### config.mk
export PLATFORM = sky130hd
export DESIGN_NAME = nibble_mac_sequencer
export DESIGN_NICKNAME = d
export VERILOG_FILES = /design/src/rtl/nibble_mac_sequencer.sv
export SDC_FILE = /design/constraint.sdc
export NUM_CORES = 1
export LEC_CHECK = 0
export BUFFER_PORTS_ARGS = -buffer_cell sky130_fd_sc_hd__buf_2
export CELL_PAD_IN_SITES_DETAIL_PLACEMENT = 1
export CELL_PAD_IN_SITES_GLOBAL_PLACEMENT = 1
export CORE_ASPECT_RATIO = 0.7
export CORE_MARGIN = 2
export CORE_UTILIZATION = 45
export DETAILED_ROUTE_END_ITERATION = 16
export MAX_ROUTING_LAYER = met4
export PLACE_DENSITY = 0.75
export SKIP_CTS_REPAIR_TIMING = 1
export SYNTH_ARGS = -nofsm -noshare
export SYNTH_HDL_FRONTEND = slang
export SYNTH_SLANG_ARGS = --single-unit
### constraint.sdc
create_clock -name clk -period 2.95 [get_ports clk]
set_clock_uncertainty 0.15 [all_clocks]
set_input_delay 0.1475 -clock clk [delete_from_list [all_inputs] [get_ports clk]]
set_output_delay 0.1475 -clock clk [all_outputs]
set_load 0.005 [all_outputs]
### src/rtl/nibble_mac_sequencer.sv
// Nibble-loaded 8x8 shift-add multiplier with a valid/ready result port.
// Define ACCUM_EN to sum successive products into an ACC_W accumulator.
module nibble_mac_sequencer #(
  parameter int ACC_W = 20
) (
  input  logic             clk,
  input  logic             rst_n,
  input  logic             cmd_valid,
  output logic             cmd_ready,
  input  logic [1:0]       cmd_sel,
  input  logic [3:0]       cmd_data,
  input  logic             start,
  output logic             busy,
  input  logic             acc_clr,
  output logic             res_valid,
  input  logic             res_ready,
  output logic [ACC_W-1:0] res_data
);

  localparam logic [1:0] S_IDLE = 2'd0;
  localparam logic [1:0] S_MUL  = 2'd1;
  localparam logic [1:0] S_DONE = 2'd2;

  logic [1:0]       state_q, state_d;
  logic [7:0]       in_q, in_d;
  logic [7:0]       wt_q, wt_d;
  logic [15:0]      mcand_q, mcand_d;
  logic [7:0]       mplier_q, mplier_d;
  logic [15:0]      prod_q, prod_d;
  logic [3:0]       cnt_q, cnt_d;
  logic [ACC_W-1:0] res_q, res_d;
  logic [ACC_W-1:0] result_w;

  logic in_idle;
  logic in_mul;
  logic in_done;
  logic start_go;
  logic cmd_fire;
  logic fin;

  assign in_idle  = (state_q == S_IDLE);
  assign in_mul   = (state_q == S_MUL);
  assign in_done  = (state_q == S_DONE);
  assign start_go = in_idle && start;
  assign fin      = in_mul && (cnt_q == 4'd8);

  // Gated by rst_n so every output reads 0 while reset is held.
  assign cmd_ready = rst_n && (in_idle || in_done) && !start;
  assign cmd_fire  = cmd_valid && cmd_ready;
  assign busy      = in_mul || in_done;
  assign res_valid = in_done;
  assign res_data  = res_q;

  always_comb begin
    in_d = in_q;
    wt_d = wt_q;
    if (cmd_fire) begin
      unique case (cmd_sel)
        2'b00: in_d[3:0] = cmd_data;
        2'b01: in_d[7:4] = cmd_data;
        2'b10: wt_d[3:0] = cmd_data;
        2'b11: wt_d[7:4] = cmd_data;
      endcase
    end
  end

  always_comb begin
    state_d  = state_q;
    mcand_d  = mcand_q;
    mplier_d = mplier_q;
    prod_d   = prod_q;
    cnt_d    = cnt_q;
    res_d    = res_q;
    unique case (state_q)
      S_IDLE: begin
        if (start) begin
          mcand_d  = {8'h00, in_q};
          mplier_d = wt_q;
          prod_d   = 16'h0000;
          cnt_d    = 4'd0;
          state_d  = S_MUL;
        end
      end
      S_MUL: begin
        if (cnt_q == 4'd8) begin
          res_d   = result_w;
          state_d = S_DONE;
        end else begin
          if (mplier_q[0]) begin
            prod_d = prod_q + mcand_q;
          end
          mcand_d  = mcand_q << 1;
          mplier_d = mplier_q >> 1;
          cnt_d    = cnt_q + 4'd1;
        end
      end
      S_DONE: begin
        if (res_ready) begin
          state_d = S_IDLE;
        end
      end
      default: begin
        state_d = S_IDLE;
      end
    endcase
  end

`ifdef ACCUM_EN
  logic [ACC_W-1:0] acc_q, acc_d;

  assign result_w = acc_q + ACC_W'(prod_q);

  // A clear alongside start lands at edge N, before the add at N+9.
  always_comb begin
    acc_d = acc_q;
    if (in_idle && acc_clr) begin
      acc_d = '0;
    end else if (fin) begin
      acc_d = result_w;
    end
  end

  always_ff @(posedge clk or negedge rst_n) begin
    if (!rst_n) begin
      acc_q <= '0;
    end else begin
      acc_q <= acc_d;
    end
  end
`else
  logic unused_acc_clr;

  assign unused_acc_clr = acc_clr;
  assign result_w       = ACC_W'(prod_q);
`endif

  always_ff @(posedge clk or negedge rst_n) begin
    if (!rst_n) begin
      state_q  <= S_IDLE;
      in_q     <= 8'h00;
      wt_q     <= 8'h00;
      mcand_q  <= 16'h0000;
      mplier_q <= 8'h00;
      prod_q   <= 16'h0000;
      cnt_q    <= 4'd0;
      res_q    <= '0;
    end else begin
      state_q  <= state_d;
      in_q     <= in_d;
      wt_q     <= wt_d;
      mcand_q  <= mcand_d;
      mplier_q <= mplier_d;
      prod_q   <= prod_d;
      cnt_q    <= cnt_d;
      res_q    <= res_d;
    end
  end

  logic unused_start_go;
  assign unused_start_go = start_go;

endmodule
==> results.ini <==
[outcome]
outcome=finished with violations
failed_checks=hold timing

[synth]
synthesis.area_mm2=0.00399
synth_enable_flop_cells=0
ys_async_sr_fraction_pct=100
netlist.top_cell.by_area=sky130_fd_sc_hd__dfrtp_1
ys.flop_type=sky130_fd_sc_hd__dfrtp_1
yosys_register_bits=78
syn-instance-count=359
yosysTopAreaCellShare_pct=49.0
synth_area_per_cell_um2=11.1
synth.yosys.seq_area_share_pct=49.0
yosys.cell_types.count=57
cell_types_with_the_largest_area_share_after_synthesis=sky130_fd_sc_hd__dfrtp_1 (49%), sky130_fd_sc_hd__ha_1 (6.6%), sky130_fd_sc_hd__mux2_1 (4.5%)
yosys_warnings=0

[setup_path]
rr_startpoint=mcand_q[0]
timing.critical_path.from=mcand_q[0]
worst-path-max-fanout=3
setup.worst_path.class=reg -> reg
ff_to_ff_end=prod_q[12]
critPathCapture=prod_q[12]
timing.critical_path.required_ns=3.02
endpoint_kind_of_the_worst_setup_timing_path=flop
setup.reg_to_reg.worst_slack_ns=0.37
cp.arrival_ns=2.65
worstSetupStartpointType=flop
path_depth_of_the_worst_reg2reg_path=10

[cells_and_area]
synthToLayoutAreaGrowth_pct=14.5
finish.instance_area_mm2=0.00456
post_route_cells_drive_above_1_share_pct=20.3
design.final.nets=428
diodes=0
fillers=923

[die]
die_h_um=82.7
core-area_mm2=0.00851
io-pin-count=35
die_w_um=116
initial_utilization_pct=46.8
floorplan.die_area_mm2=0.00964
count_of_standard_cell_rows=28

[clocking]
cts_tree=built
sink_count_of_the_clock_tree=78
cts_made_buffers=9
cts_root_buffer=sky130_fd_sc_hd__clkbuf_16
source_to_sink_clock_delay_at_the_later_pin_of_the_worst_skew_pair_ns=0.34
cts.clk_slew.worst_paths_ns=0.06
ctsHtreeMaxLevel=3
cts.path.max_buffers=2

[timing]
maxSlewViolCount=0
tightestPinTransition_ns=1.01
rsz_0062_raised_after_global_routing=false
timing.final.hold_violations=78
setup_violations=0
final.period_utilization_pct=87.5
tns_ns=0
clock.fmax_mhz=388
final.min_clock_period_ns=2.58
slew-limit-headroom_pct=32.9
finalHoldWorstSlack_ns=-0.0842

[route]
wl_per_cell_um=18.3
vias_per_cell=5.49
via_count=2849
drt-initial-drc-count=123
dr.pass1.iters=4
antenna_left=0
route.detailed.drc=0
route.final.wire_length_mm=9.50

[global_routing]
global_route_wire_length_before_repair_mm=15.8
global_route.usage.total_pct=22.7
globalRouteOverflowTotal=0
grt_max_degree=79
vias_in_the_first_global_route=2943
initial_antenna_violation_count=0

[power_and_ir_drop]
ir_worst_vdd_mv=0.347
power.total_w=0.00393
p_leak_nw=2.16
power_density_mw_per_mm2=862

[min_path]
worst_hold_path_type=in -> async

[place]
place_congestion=0.902
detailed_place_hpwl_mm=6.61
place.port_buffers=29
place_area_mm2=0.00423

[job]
maxCapViolations=0

registers in the layout, summed over array words and instances, names as in the netlist:
| register | flops |
|---|---|
| prod_q | 16 |
| in_q | 8 |
| mplier_q | 8 |
| mcand_q | 16 |
| state_q | 2 |
| cnt_q | 4 |
| wt_q | 8 |
| res_data | 16 |
cells in the mapped netlist (4+ instances only):
cell type	number
sky130_fd_sc_hd__dfrtp_1	78
sky130_fd_sc_hd__nand2_1	43
sky130_fd_sc_hd__o21ai_0	24
sky130_fd_sc_hd__ha_1	21
sky130_fd_sc_hd__mux2_1	16
sky130_fd_sc_hd__mux2_2	16
sky130_fd_sc_hd__mux2i_1	15
sky130_fd_sc_hd__o21ai_1	15
sky130_fd_sc_hd__a21oi_1	14
sky130_fd_sc_hd__inv_1	12
sky130_fd_sc_hd__a22o_1	10
sky130_fd_sc_hd__nor2_1	8
sky130_fd_sc_hd__xor2_1	8
sky130_fd_sc_hd__buf_2	6
sky130_fd_sc_hd__xnor2_1	5
sky130_fd_sc_hd__buf_4	4
sky130_fd_sc_hd__clkbuf_1	4
power by group:
part           switching (W)  internal (W)  total, W
Combinational       0.000825      0.000496   0.00132
Clock               0.000423      0.000636   0.00106
Sequential          0.000209       0.00135   0.00155
worst min-delay path by stage:
| stage | start | endpoint | slack (ns) | depth (start not counted) |
|---|---|---|---|---|
| after floorplan | rst_n | cnt_q[0] | -0.30 | 0 |
| after global placement | cmd_data[1] | wt_q[5] | 0.28 | 2 |
| after detailed placement | cmd_data[1] | wt_q[5] | 0.29 | 2 |
| after CTS | cmd_data[1] | wt_q[5] | -0.07 | 2 |
| after global routing | rst_n | mplier_q[6] | 0.002 | 2 |
| final | rst_n | state_q[1] | -0.08 | 2 |
layer usage:
layer / global-route usage [%] / vias to the layer above / share of wire (%)
li1: - / 1351 / -
met1: 31.9 / 1441 / 50
met2: 33.5 / 49 / 45
met3: 5.55 / 8 / 4.5
met4: 5.24 / 0 / 0.62
met5: - / - / 0
layout make-up:
type	instances	area, um^2	area share (%)
Clock buffer	13	270	5.92
Inverter	14	52.6	1.15
Clock inverter	3	17.5	0.384
Sequential cell	78	1950	42.8
Multi-Input combinational cell	254	1900	41.7
Timing Repair Buffer	37	218	4.77
Tap cell	120	150	3.29
critical path, cell delays in order, from the launching register on:
cell and delay (ns):
sky130_fd_sc_hd__dfrtp_1 0.41, sky130_fd_sc_hd__ha_1 0.25, sky130_fd_sc_hd__inv_1 0.07, sky130_fd_sc_hd__fa_1 0.39, sky130_fd_sc_hd__nor2b_1 0.15, sky130_fd_sc_hd__o21ai_2 0.09, sky130_fd_sc_hd__a21boi_1 0.21, sky130_fd_sc_hd__o21ai_1 0.17
sky130_fd_sc_hd__o21ai_1 0.28, sky130_fd_sc_hd__mux2i_1 0.23, sky130_fd_sc_hd__nand2_1 0.06
placed cells by master, fill, tap and decap left out, types with 2 or more instances in the layout:
cell	count
sky130_fd_sc_hd__a211oi_1	3
sky130_fd_sc_hd__a211oi_2	2
sky130_fd_sc_hd__a21oi_1	14
sky130_fd_sc_hd__a22o_1	10
sky130_fd_sc_hd__and3_1	3
sky130_fd_sc_hd__buf_2	28
sky130_fd_sc_hd__buf_4	5
sky130_fd_sc_hd__clkbuf_16	9
sky130_fd_sc_hd__clkbuf_8	3
sky130_fd_sc_hd__clkinv_2	2
sky130_fd_sc_hd__conb_1	4
sky130_fd_sc_hd__dfrtp_1	78
sky130_fd_sc_hd__dlygate4sd3_1	4
sky130_fd_sc_hd__ha_1	21
sky130_fd_sc_hd__inv_1	12
sky130_fd_sc_hd__mux2_1	16
sky130_fd_sc_hd__mux2_2	16
sky130_fd_sc_hd__mux2i_1	15
sky130_fd_sc_hd__nand2_1	42
sky130_fd_sc_hd__nand2b_1	2
sky130_fd_sc_hd__nand3_1	3
sky130_fd_sc_hd__nor2_1	8
sky130_fd_sc_hd__nor3_1	2
sky130_fd_sc_hd__nor3b_1	3
sky130_fd_sc_hd__nor3b_2	2
sky130_fd_sc_hd__o211ai_2	3
sky130_fd_sc_hd__o21ai_0	24
sky130_fd_sc_hd__o21ai_1	15
sky130_fd_sc_hd__o21ai_2	3
sky130_fd_sc_hd__o21bai_1	2
sky130_fd_sc_hd__o31ai_1	3
sky130_fd_sc_hd__or3_1	2
sky130_fd_sc_hd__xnor2_1	5
sky130_fd_sc_hd__xor2_1	8
cell families after synthesis:
family	count (synthesis)	share of synthesized area, %
adder cells (fa/ha/maj)	22	7.10
AND/OR/NAND/NOR	76	9.20
XOR/XNOR	13	2.86
buffers and inverters	30	3.61
AO/OA/AOI/OAI	92	15.4
other	1	0.0941
flip-flops	78	49.0
multiplexers	47	12.8
metrics by stage:
stage,cells,util (%),worst slack (ns)
floorplan,362,-,0.709
global placement,499,49.7,0.380
detailed placement,499,49.7,0.247
CTS,515,53.1,0.245
global route,519,53.6,0.0835
finish,519,53.6,0.370
Power figures use the tool's default switching activity.
